==> config.mk <==
export PLATFORM = sky130hd
export DESIGN_NAME = md_unit
export DESIGN_NICKNAME = d
export VERILOG_FILES = /design/src/rtl/md_pkg.sv /design/src/rtl/md_div.sv /design/src/rtl/md_unit.sv
export SDC_FILE = /design/constraint.sdc
export NUM_CORES = 2
export LEC_CHECK = 0
export ABC_AREA = 1
export ABC_CLOCK_PERIOD_IN_PS = 7990
export BUFFER_PORTS_ARGS = -buffer_cell sky130_fd_sc_hd__buf_2
export CORE_MARGIN = 2
export CORE_UTILIZATION = 60
export CTS_CLUSTER_SIZE = 8
export DETAILED_ROUTE_END_ITERATION = 16
export PLACE_DENSITY_LB_ADDON = 0.15
export SLEW_MARGIN = 5
export SYNTH_ARGS = -nofsm -noshare
export SYNTH_HDL_FRONTEND = slang
export SYNTH_SLANG_ARGS = --single-unit
==> constraint.sdc <==
create_clock -name clk -period 7.99 [get_ports clk]
set_input_delay 0.3995 -clock clk [delete_from_list [all_inputs] [get_ports clk]]
set_output_delay 0.3995 -clock clk [all_outputs]
set_load 0.01 [all_outputs]
==> src/rtl/md_pkg.sv <==
// Shared encodings for the multiply/divide unit: op codes, latencies, FSM states.
// Optional divide datapath is enabled by defining MD_DIV_EN.
package md_pkg;

    localparam logic [2:0] OP_MULT  = 3'd0;
    localparam logic [2:0] OP_MULTU = 3'd1;
    localparam logic [2:0] OP_DIV   = 3'd2;
    localparam logic [2:0] OP_DIVU  = 3'd3;
    localparam logic [2:0] OP_MTHI  = 3'd4;
    localparam logic [2:0] OP_MTLO  = 3'd5;

    localparam int MUL_LAT = 5;
    localparam int DIV_LAT = 10;

    typedef enum logic {
        IDLE = 1'b0,
        RUN  = 1'b1
    } state_e;

endpackage

==> src/rtl/md_div.sv <==
// Combinational 32-bit divider: signed (truncating) or unsigned quotient/remainder.
// Instantiated by md_unit only when MD_DIV_EN is defined.
module md_div (
    input  logic [31:0] a,
    input  logic [31:0] b,
    input  logic        sgn,
    output logic [31:0] q,
    output logic [31:0] r
);

    logic        neg_a;
    logic        neg_b;
    logic [31:0] ua;
    logic [31:0] ub;
    logic [31:0] uq;
    logic [31:0] ur;

    always_comb begin
        neg_a = sgn & a[31];
        neg_b = sgn & b[31];
        ua    = neg_a ? -a : a;
        ub    = neg_b ? -b : b;
        uq    = '0;
        ur    = '0;
        if (ub != '0) begin
            uq = ua / ub;
            ur = ua % ub;
        end
        // quotient sign from both operands, remainder follows the dividend
        q = (neg_a ^ neg_b) ? -uq : uq;
        r = neg_a ? -ur : ur;
    end

endmodule

==> src/rtl/md_unit.sv <==
// Multi-cycle HI/LO multiply/divide unit with MTHI/MTLO moves.
// Define MD_DIV_EN to build the divide datapath; otherwise DIV/DIVU are no-ops.
module md_unit
    import md_pkg::*;
(
    input  logic        clk,
    input  logic        rst,
    input  logic        start,
    input  logic [2:0]  op,
    input  logic [31:0] a,
    input  logic [31:0] b,
    output logic        busy,
    output logic [31:0] hi,
    output logic [31:0] lo
);

    localparam logic [3:0] MUL_CNT = 4'(MUL_LAT - 1);
    localparam logic [3:0] DIV_CNT = 4'(DIV_LAT - 1);

    state_e      state;
    state_e      state_n;
    logic [3:0]  cnt;
    logic [3:0]  cnt_n;
    logic [31:0] a_q;
    logic [31:0] b_q;
    logic [2:0]  op_q;
    logic [31:0] hi_n;
    logic [31:0] lo_n;
    logic        load;
    logic        is_mul;
    logic        is_div;
    logic        sgn_m;
    logic [63:0] ea;
    logic [63:0] eb;
    logic [63:0] prod;

    assign is_mul = (op == OP_MULT) || (op == OP_MULTU);
    assign busy   = (state == RUN);

    // one 64-bit multiplier; sign-extending first makes the low 64 bits signed-correct
    assign sgn_m = (op_q == OP_MULT);
    assign ea    = {{32{sgn_m & a_q[31]}}, a_q};
    assign eb    = {{32{sgn_m & b_q[31]}}, b_q};
    assign prod  = ea * eb;

`ifdef MD_DIV_EN
    logic [31:0] div_q;
    logic [31:0] div_r;

    assign is_div = (op == OP_DIV) || (op == OP_DIVU);

    md_div u_div (
        .a   (a_q),
        .b   (b_q),
        .sgn (op_q == OP_DIV),
        .q   (div_q),
        .r   (div_r)
    );
`else
    assign is_div = 1'b0;
`endif

    always_comb begin
        state_n = state;
        cnt_n   = cnt;
        hi_n    = hi;
        lo_n    = lo;
        load    = 1'b0;
        unique case (state)
            IDLE: begin
                if (start) begin
                    if (is_mul || is_div) begin
                        load    = 1'b1;
                        state_n = RUN;
                        cnt_n   = is_mul ? MUL_CNT : DIV_CNT;
                    end else if (op == OP_MTHI) begin
                        hi_n = a;
                    end else if (op == OP_MTLO) begin
                        lo_n = a;
                    end
                end
            end
            RUN: begin
                if (cnt == '0) begin
                    state_n = IDLE;
`ifdef MD_DIV_EN
                    if ((op_q == OP_MULT) || (op_q == OP_MULTU)) begin
                        {hi_n, lo_n} = prod;
                    end else if (b_q != '0) begin
                        hi_n = div_r;
                        lo_n = div_q;
                    end
`else
                    {hi_n, lo_n} = prod;
`endif
                end else begin
                    cnt_n = cnt - 4'd1;
                end
            end
            default: state_n = IDLE;
        endcase
    end

    always_ff @(posedge clk or negedge rst) begin
        if (!rst) begin
            state <= IDLE;
            cnt   <= '0;
            a_q   <= '0;
            b_q   <= '0;
            op_q  <= '0;
            hi    <= '0;
            lo    <= '0;
        end else begin
            state <= state_n;
            cnt   <= cnt_n;
            hi    <= hi_n;
            lo    <= lo_n;
            if (load) begin
                a_q  <= a;
                b_q  <= b;
                op_q <= op;
            end
        end
    end

endmodule
== Word-level counts from Yosys, hierarchy flattened ==
Index checks and enable logic that the tools add are counted.
Storage, ports and cells
  flip-flop bits (word level): 136
  bits of input ports: 70
  output and inout port bits: 65
  logic and storage cells: 50
Cells by class
  add/sub/neg operators: 1
  $mul: 1
  equal/unequal tests: 11
  mux-type cells: 20
  bitwise logic cells: 3
  reduce and logical (&&, ||, !) cells: 7
Operators with widths (number)
  2-to-1 mux 32 bit: 9
  one-hot mux 32 bit (2 select lines): 2
  multiplier 33 x 33 -> 64 bit: 1
  inequality test 2 bit, second input constant: 7
  2-to-1 mux 4 bit: 3
  one-hot mux 4 bit (2 select lines): 1
  == test 3 bit, second input constant: 2
  zero test 3 bit: 2
  AND reduction 5 bit: 1
  zero test 4 bit: 1
  2-to-1 mux 1 bit: 4
  AND reduction 4 bit: 1
  subtractor 4 x 1 -> 4 bit, second input constant: 1
  == test 3 x 1 -> 1 bit, second input constant: 1
  AND reduction 3 bit: 1
  AND 1 bit: 2
  inequality test 2 x 1 -> 1 bit, second input constant: 1
  one-hot mux 1 bit (2 select lines): 1
  logical OR 1 bit: 1
  NOT 1 bit: 1

== Longest topological paths before layout ==
  depth in word-level cells: 6
  mapped depth: 34
  gate-level depth less buffers: 33

== Worst setup path before layout ==
Ideal clock, no wire load.
  path type: register to register
  start: reg op_q[0]
  end: reg hi[28]
  library setup time: 0.122 ns
  arrival time: 7.309 ns
  data required time: 7.868 ns
  slack: 0.559 ns
  cell stages (with the launch flop): 32
  buffers on the path: 2
  period minus slack after synthesis: 7.431 ns
  cell sequence: dfrtp_1 inv_1 nand2_1 clkbuf_1 buf_1 nor2_1 fa_1 inv_1 fa_1 inv_1 fa_1 fa_1 inv_1 fa_1 inv_1 fa_1 inv_1 fa_1 fa_1 inv_1 ha_1 nand2_1 nor2_1 inv_1 nor2_1 inv_1 nor4_2 nand2_2 nand3_1 nand2_1 nand3_1 a21oi_1
Between the ends
  cells in the longest elaborated chain, start to end: 5
  elaborated cells on any way between the ends: 6
  classes of those cells: mul: 1; mux: 2; bitwise: 2; reduce/logical: 1
RTL lines
  start: declaration: RTL line md_unit.sv:26  | logic [2:0] op_q;
  start signal: assignment: RTL line md_unit.sv:121  | op_q <= op;
  zero test 3 bit (*): RTL line md_unit.sv:41  | assign sgn_m = (op_q == OP_MULT);
  AND 1 bit (on tied branches): RTL line md_unit.sv:42, md_unit.sv:43
  multiplier 33 x 33 -> 64 bit (*): RTL line md_unit.sv:44  | assign prod = ea * eb;
  2-to-1 mux 32 bit (*): RTL line md_unit.sv:84  | if (cnt == '0) begin
  one-hot mux 32 bit (2 select lines) (*): RTL line md_unit.sv:69  | unique case (state)
  end signal: assignment: RTL line md_unit.sv:116  | hi <= hi_n;
  end: declaration: RTL line md_unit.sv:13  | output logic [31:0] hi,
Every way passes the cells marked *; elsewhere a longest branch is shown, timed or not. The select of a mux whose other input is x is not followed.
A chain may end at the register's enable or synchronous reset.

== Worst setup path after layout ==
  start: reg op_q[1]
  end: reg hi[29]
Same word-level chain as after synthesis.

==> run_results.csv <==
group,metric,value,unit
place,placed_cell_area,0.0482,mm^2
floorplanning,num_rows,100,
hold_path,min_path_type,"in -> async",
sta,tightest_slew,0.989,ns
setup_path,r2r_end,"hi[29]$_DFFE_PN0P_",
setup_path,endpoint,"hi[29]$_DFFE_PN0P_",
grt,antenna_found_initial,1,
cts,cts-buffers-inserted,17,
setup_path,path_class,"reg -> reg",
detailed_routing,drt_iter0_markers,3065,
synthesis,synth_top_area_cell,"fa_1",
floorplanning,die_w,279,um
cts,cts_tree,"built",
grt,grt_overflow,0,
place,io_buffers,134,
sta,min_period_over_period,0.966,
synthesis,netlist_area,0.0454,mm^2
final_layout,layout_commonest_cell,"inv_1",
detailed_routing,vias_per_cell,5.47,
setup_path,cp.arrival,8.13,ns
synthesis,synth_ff_type,"dfrtp_1",
final_layout,antenna_cells,0,
grt,grt_pass1_wl,221000,um
synthesis,syn_nets,7079,
floorplanning,pin_count,135,
floorplanning,start_util,0.607,
sta,fin_ws,0.269,ns
sta,setup_violations,0,
setup_path,cp_max_fo,10,
synthesis,synth-seq-cells,136,
place,dp_slack,0.0978,ns
job,drv_cap,0,
place,gp_congestion,1.03,
synthesis,ys_async_sr_fraction,1.00,
synthesis,syn_inst,5671,
grt,grt_max_degree,83,
cts,cts.sinks,136,
cts,root_buffer,"clkbuf_16",
cts,ctsHoldBuffers,0,
detailed_routing,drc,0,
detailed_routing,postRouteAntennaNets,0,
final_layout,final_cell_mix,"1,574 x inv_1, 1,561 x nand2_1, 1,122 x fa_1",
detailed_routing,dr.pass1.iters,6,
status,violations,"hold timing",
status,status,"complete, but fails checks",
setup_path,critPathRequiredTime,8.40,ns
final_layout,finish.net_count,7178,
detailed_routing,wire_per_inst,20.8,um
cts,clk_path_buf_depth,2,
sta,slew_viol_final,0,
synthesis,syn_avg_cell_area,8.00,um^2
detailed_routing,wl,140000,um
setup_path,cp-end-kind,"flip-flop",
detailed_routing,dr_total_vias,36900,
final_layout,syn_to_final_growth,7.83,%
final_layout,fin_area,0.0489,mm^2
cts,cts.reportedPaths.clkPinSlew,0.08,ns
place,hpwl,118000,um
synthesis,synthDistinctLibCells,46,
synthesis,synth_edf_count,0,
sta,hold_viol_final,7,
synthesis,synthDominantCellAreaShare,0.496,
sta,skew,0.0209,ns
synthesis,ys_warn_count,0,
setup_path,reg2reg_from,"op_q[1]$_DFFE_PN0P_",
setup_path,worstSetupStartpoint,"op_q[1]$_DFFE_PN0P_",
synthesis,synth_top_cells_by_area,"fa_1 50%, inv_1 13%, nand2_1 13%",
grt,grt_use_total,0.379,
grt,grt_pass1_vias,38400,
setup_path,cpPeakStageDelay,0.55,ns
final_layout,layout-drive-gt1-share,0.0875,
floorplanning,die_area,0.0778,mm^2
floorplanning,core,0.0747,mm^2
setup_path,regToRegSetupSlack,0.27,ns
setup_path,reg2reg_depth,29,
setup_path,crit_top_cell,"fa_1",
cts,insertion_delay,0.48,ns
floorplanning,die_y,279,um
sta,relSlewSlack,0.340,
sta,hold-worst-slack,-0.0438,ns
setup_path,worstSetupStartpointType,"flip-flop",
setup_path,cp_slowest_cell,"fa_1",
cts,h-tree-depth,4,
sta,fmax,130,MHz
sta,fin_crit,7.72,ns
synthesis,seq_area_frac_synth,0.0750,
-- routing by layer --
metal / up-vias / part of all wire / track usage
met5: - / 0.000093 / 0
met4: 2 / 0.040 / 0.129
met3: 292 / 0.097 / 0.0692
met2: 1814 / 0.47 / 0.605
met1: 18700 / 0.39 / 0.529
li1: 16200 / - / -
-- kinds of logic after synthesis --
family / count (synthesis) / share of synthesized area
fa+ha+maj: 1338 / 0.555
simple gates: 1991 / 0.174
xor+xnor: 7 / 0.00135
flops: 136 / 0.0750
compound gates: 314 / 0.0377
buf+inv: 1885 / 0.157
-- worst min-delay path by stage --
stage,from,end,slack (ns),cells past startpoint
2_1_floorplan,rst,a_q[0]$_DFFE_PN0P_,0.10,0
3_3_place_gp,lo[7]$_DFFE_PN0P_,lo[7]$_DFFE_PN0P_,0.46,2
3_5_place_dp,b_q[17]$_DFFE_PN0P_,b_q[17]$_DFFE_PN0P_,0.47,2
4_1_cts,rst,lo[22]$_DFFE_PN0P_,0.01,1
5_1_grt,rst,lo[22]$_DFFE_PN0P_,0.04,1
6_report,rst,lo[22]$_DFFE_PN0P_,-0.04,1
-- state kept, by name, indices dropped and copies added (netlist names) --
| register | cells |
|---|---|
| lo | 32 |
| busy | 1 |
| a_q | 32 |
| hi | 32 |
| op_q | 3 |
| cnt | 4 |
| b_q | 32 |
-- cells in the mapped netlist (4+ instances only) --
library cell and instances:
a21oi_2 10, dfrtp_1 136, nor2_2 12, or2_2 9, nand2_2 13, nand2_1 1561, nand3_1 112, fa_1 1125
o21ai_0 69, a21oi_1 177, a31oi_1 20, nor2_1 223, o21ai_1 9, inv_1 1578, inv_2 6, buf_1 18
xor2_1 4, ha_1 213, clkbuf_1 269, nand3b_1 8, nand3_2 6, buf_2 10, nor3_1 11, nand4_1 25
o21bai_1 16
-- timing repair --
| action | CTS | global route |
|---|---|---|
| endpoints found under the hold margin | 0 | 0 |
| setup buffers | 0 | 10 |
| resized for setup | 0 | 25 |
| setup endpoints to repair | 0 | 23 |
-- critical path, delay by kind of cell (launching register included) --
| kind | cells | cell delay, ns |
|---|---|---|
| and+or+nand+nor | 9 | 1.18 |
| AOI/OAI and AO/OA | 3 | 0.62 |
| buffers and inverters | 8 | 0.97 |
| adders and majority gates | 9 | 4.45 |
| DFF | 1 | 0.40 |
-- metrics by stage --
step / utilization / hold slack (ns) / std cells / setup TNS [ns]
finish: 0.655 / -0.0438 / 6752 / 0
global route: 0.655 / 0.0421 / 6752 / -0.0142
CTS: 0.653 / 0.0148 / 6742 / 0
detailed placement: 0.645 / 0.469 / 6710 / 0
global placement: 0.645 / 0.463 / 6710 / 0
floorplan: - / 0.104 / 5671 / 0
-- final cells by class --
cell class | count | area (um^2)
clock buffer | 17 | 425
clock inverter | 15 | 210
fill | 6473 | 25800
inverter | 1586 | 5970
multi-input combinational | 3650 | 34900
sequential | 136 | 3430
tap | 969 | 1210
timing repair buffer | 379 | 2800
Power is not shown: default switching activity piles up to over one toggle a cycle in this logic, so the estimate is an artifact.
